<file path="config.mk">
export PLATFORM = sky130hd
export DESIGN_NAME = lsu_mem_master
export DESIGN_NICKNAME = d
export VERILOG_FILES = /design/src/rtl/lsu_mem_master.sv
export SDC_FILE = /design/constraint.sdc
export NUM_CORES = 1
export LEC_CHECK = 0
export ABC_AREA = 1
export BUFFER_PORTS_ARGS = -buffer_cell sky130_fd_sc_hd__buf_2
export CAP_MARGIN = 5
export CELL_PAD_IN_SITES_DETAIL_PLACEMENT = 2
export CELL_PAD_IN_SITES_GLOBAL_PLACEMENT = 2
export CORE_MARGIN = 2
export CORE_UTILIZATION = 27
export DETAILED_ROUTE_END_ITERATION = 10
export GPL_ROUTABILITY_DRIVEN = 0
export PLACE_DENSITY_LB_ADDON = 0.1
export REMOVE_ABC_BUFFERS = 1
export SLEW_MARGIN = 20
export SYNTH_ARGS = -nofsm -noshare
export SYNTH_HDL_FRONTEND = slang
export SYNTH_SLANG_ARGS = --single-unit
</file>
<file path="constraint.sdc">
create_clock -name clk -period 2.4 [get_ports clk]
set_input_delay 0.12 -clock clk [delete_from_list [all_inputs] [get_ports clk]]
set_output_delay 0.12 -clock clk [all_outputs]
set_load 0.01 [all_outputs]
</file>
<file path="src/rtl/lsu_mem_master.sv">
// Load/store initiator: lane steering, strobes, load extension and response timeout.
// Optional build macro LSU_MISALIGN_TRAP_EN turns misaligned half/word accesses into error responses.
module lsu_mem_master #(
    parameter int unsigned TIMEOUT = 16
) (
    input  logic        clk,
    input  logic        rst_n,
    input  logic        req_valid,
    output logic        req_ready,
    input  logic        req_wen,
    input  logic [1:0]  req_size,
    input  logic        req_unsigned,
    input  logic [31:0] req_addr,
    input  logic [31:0] req_wdata,
    output logic        resp_valid,
    output logic [31:0] resp_rdata,
    output logic        resp_err,
    output logic        mem_valid,
    input  logic        mem_ready,
    output logic [31:0] mem_addr,
    output logic        mem_wen,
    output logic [31:0] mem_wdata,
    output logic [3:0]  mem_wstrb,
    input  logic        mem_rvalid,
    input  logic [31:0] mem_rdata
);

    localparam int unsigned CW = (TIMEOUT > 1) ? $clog2(TIMEOUT) : 1;

    typedef enum logic [1:0] {IDLE, REQ, WAIT, RESP} state_t;

    state_t        state;
    logic [CW-1:0] cnt;
    logic [1:0]    size_q;
    logic          uns_q;
    logic [1:0]    off_q;

    logic [1:0]    off_c;
    logic [3:0]    strb_c;
    logic [31:0]   wdata_c;
    logic          bad_c;
    logic [31:0]   shift_c;
    logic [31:0]   ext_c;

    // Request decode: effective lane offset (misaligned bits forced low), store lanes, error check.
    always_comb begin
        off_c   = req_addr[1:0];
        strb_c  = 4'b1111;
        wdata_c = req_wdata;
        case (req_size)
            2'd0: begin
                strb_c  = 4'b0001 << off_c;
                wdata_c = {4{req_wdata[7:0]}};
            end
            2'd1: begin
                off_c   = {req_addr[1], 1'b0};
                strb_c  = 4'b0011 << off_c;
                wdata_c = {2{req_wdata[15:0]}};
            end
            default: begin
                off_c   = 2'b00;
                strb_c  = 4'b1111;
                wdata_c = req_wdata;
            end
        endcase
`ifdef LSU_MISALIGN_TRAP_EN
        bad_c = (req_size == 2'd3)
              || ((req_size == 2'd1) && req_addr[0])
              || ((req_size == 2'd2) && (req_addr[1:0] != 2'b00));
`else
        bad_c = (req_size == 2'd3);
`endif
    end

    // Load extraction from the addressed lane of the returned word.
    always_comb begin
        shift_c = mem_rdata >> {off_q, 3'b000};
        case (size_q)
            2'd0:    ext_c = uns_q ? {24'd0, shift_c[7:0]}  : {{24{shift_c[7]}}, shift_c[7:0]};
            2'd1:    ext_c = uns_q ? {16'd0, shift_c[15:0]} : {{16{shift_c[15]}}, shift_c[15:0]};
            default: ext_c = shift_c;
        endcase
    end

    always_ff @(posedge clk) begin
        if (!rst_n) begin
            state      <= IDLE;
            cnt        <= '0;
            size_q     <= '0;
            uns_q      <= 1'b0;
            off_q      <= '0;
            req_ready  <= 1'b0;
            resp_valid <= 1'b0;
            resp_rdata <= '0;
            resp_err   <= 1'b0;
            mem_valid  <= 1'b0;
            mem_addr   <= '0;
            mem_wen    <= 1'b0;
            mem_wdata  <= '0;
            mem_wstrb  <= '0;
        end else begin
            case (state)
                IDLE: begin
                    req_ready <= 1'b1;
                    if (req_ready && req_valid) begin
                        req_ready <= 1'b0;
                        size_q    <= req_size;
                        uns_q     <= req_unsigned;
                        off_q     <= off_c;
                        if (bad_c) begin
                            state      <= RESP;
                            resp_valid <= 1'b1;
                            resp_err   <= 1'b1;
                            resp_rdata <= '0;
                        end else begin
                            state     <= REQ;
                            mem_valid <= 1'b1;
                            mem_addr  <= {req_addr[31:2], 2'b00};
                            mem_wen   <= req_wen;
                            mem_wdata <= req_wen ? wdata_c : 32'd0;
                            mem_wstrb <= req_wen ? strb_c : 4'd0;
                        end
                    end
                end
                REQ: begin
                    if (mem_ready) begin
                        mem_valid <= 1'b0;
                        mem_wen   <= 1'b0;
                        mem_wstrb <= '0;
                        if (mem_wen) begin
                            state      <= RESP;
                            resp_valid <= 1'b1;
                            resp_err   <= 1'b0;
                            resp_rdata <= '0;
                        end else begin
                            state <= WAIT;
                            cnt   <= '0;
                        end
                    end
                end
                WAIT: begin
                    // Data arriving on the final allowed cycle still wins over the timeout.
                    if (mem_rvalid) begin
                        state      <= RESP;
                        resp_valid <= 1'b1;
                        resp_err   <= 1'b0;
                        resp_rdata <= ext_c;
                    end else if (cnt == CW'(TIMEOUT - 1)) begin
                        state      <= RESP;
                        resp_valid <= 1'b1;
                        resp_err   <= 1'b1;
                        resp_rdata <= '0;
                    end else begin
                        cnt <= cnt + CW'(1);
                    end
                end
                RESP: begin
                    state      <= IDLE;
                    resp_valid <= 1'b0;
                    resp_err   <= 1'b0;
                    resp_rdata <= '0;
                    req_ready  <= 1'b1;
                end
                default: state <= IDLE;
            endcase
        end
    end

endmodule

</file>
# Word-level counts from Yosys, hierarchy flattened
# Index checks and enable logic that the tools add are counted.
[word_totals] regBits=114 input_bits=105 out_inout_bits=105 wordCells=99
[op_classes] n_addsub=1 eq_ne=16 n_shift=3 muxes=51 bitwise=1 reduce_logical=13
[op_table] op="32-bit 2-to-1 mux" n=9
[op_table] op="32-bit one-hot mux with 2 select lines" n=2
[op_table] op="32-bit one-hot mux with 4 select lines" n=1
[op_table] op="4-bit 2-to-1 mux" n=8
[op_table] op="32-bit by 5-bit >> shifter with 32-bit output" n=1
[op_table] op="4-bit one-hot mux with 2 select lines" n=3
[op_table] op="1-bit 2-to-1 mux" n=16
[op_table] op="2-bit inequality test (second input constant)" n=8
[op_table] op="2-bit 2-to-1 mux" n=5
[op_table] op="5-bit AND reduction" n=2
[op_table] op="1-bit one-hot mux with 4 select lines" n=2
[op_table] op="2-bit one-hot mux with 4 select lines" n=1
[op_table] op="2-bit by 1-bit == test with 1-bit output (second input constant)" n=3
[op_table] op="2-bit == test (second input constant)" n=3
[op_table] op="2-bit logical NOT" n=3
[op_table] op="1-bit one-hot mux with 2 select lines" n=3
[op_table] op="3-bit AND reduction" n=2
[op_table] op="2-bit nonzero test" n=3
[op_table] op="4-bit by 1-bit adder with 4-bit output (second input constant)" n=1
[op_table] op="4-bit == test (second input constant)" n=1
[op_table] op="2-bit one-hot mux with 2 select lines" n=1
[op_table] op="4-bit AND reduction" n=1
[op_table] op="1-bit by 2-bit left shift with 4-bit output (first input constant)" n=1
[op_table] op="2-bit by 2-bit left shift with 4-bit output (first input constant)" n=1
[op_table] op="4 further kinds" n=4

# Depth between registers and ports, before layout
# Gate-level depths: netlist of the first run.
[logic_depth] ltp_word=6 ltp_mapped=11 depth_no_buf=11

# Least setup slack after synthesis of the first run
# OpenSTA, ideal clock, no wires.
[synth_path] path_kind="flip-flop to flip-flop" from="register state[0]" to="register resp_rdata[4]" setup_ns=0.071 t_arrival_ns=1.561 t_required_ns=2.329 path_slack_ns=0.769 stages_incl_launch_ff=12 path_buffers=2 period_less_slack_ns=1.631 path_cell_list="dfxtp_1 -> inv_1 -> ha_1 -> buf_6 -> nand2_1 -> nand2_1 -> inv_1 -> nand3_4 -> nor2_4 -> buf_6 -> nand2_1 -> a21oi_1"
[synth_via] elab_chain_cells=3 word_cells_on_any_way=11 cone_classes="eq/ne (8); mux (1); reduce/logical (2)"
[synth_lines] element="start, declared" line="32" rtl="state_t state;"
[synth_lines] element="start signal, assigned" line="87" rtl="state <= IDLE;"
[synth_lines] element="start signal, assigned" line="111" rtl="state <= RESP;"
[synth_lines] element="start signal, assigned" line="116" rtl="state <= REQ;"
[synth_lines] element="2-bit == test (tied with other cells)" line="102" rtl="case (state)"
[synth_lines] element="3-bit inequality test (no source line) or 2-bit inequality test (tied branches)"
[synth_lines] element="5-bit AND reduction (no source line)"
[synth_lines] element="end signal, assigned" line="147" rtl="resp_rdata <= ext_c;"
[synth_lines] element="end, declared" line="16" rtl="output logic [31:0] resp_rdata,"
# Several ways; a longest one is shown, not always the timed one.
# A chain may end at the register's enable or synchronous reset.

# Worst setup path in the final report of the first run
[layout_path] from="register state[0]" to="register resp_rdata[19]"
# The elaborated chain is that of the path after synthesis.

==> metrics, run 1 <==
status=finished clean; Initial Util=0.278; setup TNS=0 ps; Final Max Slew Viols=0; clk slew on worst S/H paths=60 ps; slew margin rel.=0.632; worst setup margin=344 ps; vias in the first global route=6776; Vert. Die Dim=146 um; Max Buffers Root-to-Sink=2; WL final=22200 um; IO Port Bufs=207; Avg Synthesized Cell Area=6.82 um^2; fin util=0.400; MaxCap Viol Count=0; Max Freq=0.486 GHz; routed len/inst=16.8 um; beginning of the critical path=state[0]$_SDFFE_PN0P_; CP required=2740 ps; dpl ws=220 ps; dpl cell area=6680 um^2; Tcrit/Tclk final=0.857; CP most frequent cell=nand2_1; Row Count=51; largest area contributor in the netlist=dfxtp_1; first-pass GRT wire length=35600 um; GRT Util Overall=0.209; ranking of synthesized cells by area=dfxtp_1 (42%), nand2_1 (16%), nor2_1 (7.8%); Clock Skew=7.78 ps; # IOs=210; Max VDD drop=0.466 mV; top cell type's share of synthesized area=0.420; Crit Path Class=flip-flop to flip-flop; Worst-Skew Late Latency=410 ps; CTS tree=yes; crit-path cells=inv_1 -> ha_1 -> nand2_1 -> nand2_1 -> inv_1 -> nand3_4 -> buf_12 -> nor2_1 -> nand2_1 -> a21oi_1; Crit-path slowest cell=dfxtp_1; core footprint=19600 um^2; clock sinks=114; Reg2Reg Depth=10; layout cells sized above 1=0.259; CTS buffer count=17; CP Capture Type=flip-flop; unrepaired setup endpoints after global routing=false; Synth Flop Type=dfxtp_1; Cells after Synth=797; first-pass iteration count of the detailed router=4; pwr dens=906 nW/um^2; DRC Markers=0; reg-to-reg endpoint=resp_rdata[19]$_SDFFE_PN0P_; Layout area overhead=44.2%; R2R Setup Slk=340 ps; Tmin final=2060 ps; CP peak stage delay=420 ps; pin slew with the least headroom to its limit=552 ps; Leakage=0.00356 uW; hold crit path type=primary input to flip-flop; critical path endpoint=resp_rdata[19]$_SDFFE_PN0P_; DP HPWL=14500 um; Post-synth EDFFs=0; Setup crit start kind=flip-flop; starting DRC count in detailed routing=207; worst r2r src=state[0]$_SDFFE_PN0P_; Synth cell types=32; CTS root buf=clkbuf_16; total grt overflow=0; initial antenna violation count=1; asr flop ratio synth=0; post-route ant nets=0; Die X=146 um; DR vias=6250; largest net degree at the start of global routing=49; via/cell ratio=4.73; Seq cells post-synth=114; Synth Cell Area=5440 um^2; setup violators final=0; final instance area=7840 um^2; Final Hold Viols=0; CP max FO=36; CTS resizes=0; H-tree depth=4; die outline area=21300 um^2; total of warnings raised by yosys=0; Layout Nets=1153; critical path arrival=2400 ps; sequential element share of the synthesized area=0.420
-- state kept, by name, summed over array words and instances (netlist names) --
signal and cells:
mem_addr 30, mem_wdata 32, resp_rdata 32, mem_wstrb 4, mem_wen 1, off_q 2
cnt 4, size_q 2, resp_valid 1, state 2, resp_err 1, uns_q 1
req_ready 1, mem_valid 1
-- placed cells by master, fill, tap and decap left out, drive strengths merged --
master,instances
clkinvlp,3
clkbuf,19
nand4,5
xor2,2
and2,1
o22ai,1
inv,52
nor3,2
nor2,116
o21ai,59
bufinv,3
o21a,2
nand3,49
clkinv,4
conb,2
a21oi,84
o21bai,2
dfxtp,114
nand2,231
dlygate4sd3,51
buf,224
o31ai,7
ha,6
diode,1
o211ai,16
-- worst min path at each step --
| stage | startpoint | to | slack [ps] | cells past startpoint |
|---|---|---|---|---|
| global placement | req_addr[8] | mem_addr[8]$_SDFFE_PN0P_ | 370 | 3 |
| floorplan | rst_n | mem_addr[10]$_SDFFE_PN0P_ | 260 | 2 |
| finish | req_addr[5] | mem_addr[5]$_SDFFE_PN0P_ | 10 | 3 |
| global route | req_wdata[26] | mem_wdata[26]$_SDFFE_PN0P_ | 20 | 3 |
| CTS | req_wdata[15] | mem_wdata[15]$_SDFFE_PN0P_ | 1 | 3 |
| detailed placement | req_addr[24] | mem_addr[24]$_SDFFE_PN0P_ | 380 | 3 |
-- stage by stage --
stage,power (uW),hold WS [ps],instances
after global routing,7580,22.1,1321
final,7110,11.7,1321
after global placement,4340,372,1236
after floorplan,3520,256,748
after detailed placement,4370,381,1236
after CTS,7190,1.01,1319
-- what timing repair did --
item                                   4_1_cts  5_1_grt
setup buffers                                0        1
endpoints found under the hold margin       51        0
setup endpoints to repair                    0        2
hold buffers                                51        0
-- where the power goes --
part	total, uW	switching, uW	internal, uW	leakage (uW)
Sequential	2300	157	2140	0.000924
Combinational	2110	1370	733	0.00234
Clock	2700	998	1710	0.000297
-- worst max-delay path, delay by kind of cell (launching register included) --
family / cells / cell delay [ps]
AO/OA/AOI/OAI: 1 / 130
flip-flops: 1 / 420
buffers and inverters: 3 / 520
adder cells (fa/ha/maj): 1 / 310
AND/OR/NAND/NOR: 5 / 590
-- cells in the mapped netlist (5+ instances only) --
library cell  instances
nand2_1             227
dfxtp_1             114
nor2_1              113
a21oi_1              84
o21ai_0              56
nand3_1              45
inv_1                44
clkbuf_1             22
o211ai_1             16
buf_2                11
buf_4                11
o31ai_1               7
ha_1                  6
nand4_1               5
-- final cells by class --
| type | count | area, um^2 |
|---|---|---|
| tap | 265 | 332 |
| clock buffer | 19 | 453 |
| sequential | 114 | 2280 |
| fill | 2378 | 11700 |
| antenna | 1 | 2.50 |
| inverter | 49 | 189 |
| clock inverter | 13 | 174 |
| timing repair buffer | 275 | 1710 |
| multi-input combinational | 585 | 2700 |
-- routing by layer --
| metal | up-vias | GRT usage | part of all wire |
|---|---|---|---|
| li1 | 3068 | - | - |
| met1 | 3033 | 0.240 | 0.43 |
| met2 | 124 | 0.388 | 0.52 |
| met3 | 25 | 0.0433 | 0.036 |
| met4 | 0 | 0.0632 | 0.015 |
| met5 | - | 0 | 0 |
-- logic make-up after synthesis --
| logic type | count (synthesis) | synth area share |
|---|---|---|
| buffers and inverters | 99 | 0.0849 |
| AOI/OAI and AO/OA | 171 | 0.171 |
| DFF | 114 | 0.420 |
| other | 1 | 0.000689 |
| and+or+nand+nor | 404 | 0.307 |
| xor gates and xnor gates | 2 | 0.00322 |
| adders and majority gates | 6 | 0.0138 |
Power figures use the tool's default switching activity.
==> run 2: changes to the inputs <==
--- a/config.mk
+++ b/config.mk
@@ -6,13 +6,13 @@
 export NUM_CORES = 1
 export LEC_CHECK = 0
 export ABC_AREA = 1
-export BUFFER_PORTS_ARGS = -buffer_cell sky130_fd_sc_hd__buf_2
 export CAP_MARGIN = 5
 export CELL_PAD_IN_SITES_DETAIL_PLACEMENT = 2
 export CELL_PAD_IN_SITES_GLOBAL_PLACEMENT = 2
 export CORE_MARGIN = 2
-export CORE_UTILIZATION = 27
+export CORE_UTILIZATION = 35
 export DETAILED_ROUTE_END_ITERATION = 10
+export DONT_BUFFER_PORTS = 1
 export GPL_ROUTABILITY_DRIVEN = 0
 export PLACE_DENSITY_LB_ADDON = 0.1
 export REMOVE_ABC_BUFFERS = 1
==> metrics, run 2 (synthesis gave the netlist of run 1 again) <==
DRC Markers=0 (unchanged); die outline area=16600 um^2 (-22%); Max Freq=0.450 GHz (-7.6%); Row Count=45 (-12%); pin slew with the least headroom to its limit=602 ps (+50.4 ps); DP HPWL=13500 um (-6.9%); Max Buffers Root-to-Sink=2 (unchanged); layout cells sized above 1=0.0767 (-0.182); slew margin rel.=0.598 (-0.0338); initial antenna violation count=2 (+1); DR vias=5709 (-8.7%); Vert. Die Dim=129 um (-12%); hold crit path type=primary input to flip-flop; met3 usage=0.0836 (+0.0403); met1 Use GR=0.274 (+0.0342); Die X=129 um (-12%); total grt overflow=0 (unchanged); IO Port Bufs=0 (-100%); Worst-Skew Late Latency=410 ps (about the same); Top Registers=mem_wdata: 32 flops, resp_rdata: 32 flops, mem_addr: 30 flops; WL final=22000 um (-0.71%); status=finished clean; Setup crit start kind=flip-flop; Layout Nets=959 (-17%); worst setup margin=176 ps (-168 ps); CTS tree=yes; H-tree depth=4 (unchanged); Crit Path Class=flip-flop to flip-flop; most common cell after layout, fill and taps aside=nand2_1; clock sinks=114 (unchanged); CP required=2750 ps (about the same); CP Capture Type=flip-flop; grt peak-use layer=met2; CTS root buf=clkbuf_16; vias in the first global route=6310 (-6.9%); critical path arrival=2570 ps (+170 ps); setup violators final=0 (unchanged); Final Max Slew Viols=0 (unchanged); Pwr Total=6720 uW (-5.5%); setup TNS=0 ps (unchanged); unrepaired setup endpoints after global routing=false; hold path cells=4 (+1); dpl ws=203 ps (-16.7 ps); post-route ant nets=0 (unchanged); core footprint=15200 um^2 (-22%); routed len/inst=21.0 um (+25%); # IOs=210 (unchanged); most frequent cells in the layout=nand2_1 (227), dfxtp_1 (114), nor2_1 (113), a21oi_1 (84), dlygate4sd3_1 (64); Tmin final=2220 ps (+168 ps); first-pass iteration count of the detailed router=4 (unchanged); Tcrit/Tclk final=0.927 (+0.0702); GRT Util Overall=0.260 (+0.0506); Layout area overhead=24.8%; first-pass GRT wire length=33500 um (-6.0%); CP max FO=38 (+5.6%); via/cell ratio=5.43 (+15%); Leakage=0.00261 uW (-27%); Final Hold Viols=0 (unchanged); clk slew on worst S/H paths=60 ps (about the same); Max VDD drop=0.501 mV (+7.5%); largest net degree at the start of global routing=39 (-20%); global routing usage on met2=0.470 (+0.0825); Hold WS=20.6 ps (+8.87 ps); Clock Skew=7.95 ps (+0.171 ps); starting DRC count in detailed routing=231 (+12%); pwr dens=989 nW/um^2 (+9.1%); MaxCap Viol Count=0 (unchanged); CTS buffer count=17 (unchanged); Initial Util=0.358 (+0.0801); Reg2Reg Depth=7 (-3)
-- run 2: cell count changes in the layout (fill, tap and decap cells not counted), sizes merged --
| cell | before | now |
|---|---|---|
| diode | 1 | 3 |
| clkinvlp | 3 | 4 |
| buf | 224 | 17 |
| inv | 52 | 51 |
| clkinv | 4 | 6 |
| bufinv | 3 | 1 |
| dlygate4sd3 | 51 | 64 |
-- run 2: worst max-delay path: stages, from the launching register on --
cell	delay (ps)
dfxtp_1	430
inv_1	120
ha_1	310
nand3_2	200
buf_6	280
o21ai_0	110
dlygate4sd3_1	600
nor2_1	100
-- run 2: what timing repair did --
item	4_1_cts	5_1_grt
hold buffers	65	0
setup buffers	0	1
resized for setup	0	1
setup endpoints to repair	0	3
endpoints found under the hold margin	67	0
-- run 2: final timing paths --
| check | start | slack (ps) | to |
|---|---|---|---|
| worst max register to register | state[0]$_SDFFE_PN0P_ | 180 | mem_addr[20]$_SDFFE_PN0P_ |
| worst min register to register | size_q[0]$_SDFFE_PN0P_ | 510 | size_q[0]$_SDFFE_PN0P_ |
| worst min-delay path | mem_rdata[11] | 20 | resp_rdata[3]$_SDFFE_PN0P_ |
| worst max-delay path | state[0]$_SDFFE_PN0P_ | 180 | mem_addr[20]$_SDFFE_PN0P_ |
-- run 2: layout make-up --
class / count / area (um^2)
clock buffers: 19 / 453
clock inverters: 13 / 129
well taps: 188 / 235
repair buffers: 81 / 795
fillers: 1773 / 8410
diodes: 3 / 7.51
flip-flops and latches: 114 / 2280
inverters: 49 / 189
multi-input cells: 585 / 2700
-- run 2: routing by layer --
metal	up-vias	wire, um	share of wire
li1	2683	-	-
met1	2795	8440	0.38
met2	181	11500	0.52
met3	50	1420	0.065
met4	0	716	0.032
met5	-	0	0
-- run 2: power breakdown --
group	switching [uW]	leakage (uW)	internal, uW	total [uW]
combinational	1210	0.00141	565	1770
sequential	304	0.000924	2140	2450
clock	1000	0.000274	1500	2500
total	2510	0.00261	4200	6720
-- run 2: through the flow --
step | util | instances | area, um^2
6_report | 0.447 | 1052 | 6790
5_1_grt | 0.446 | 1051 | 6790
4_1_cts | 0.445 | 1048 | 6760
3_5_place_dp | 0.364 | 951 | 5530
3_3_place_gp | 0.364 | 951 | 5530
2_1_floorplan | - | 748 | 5170
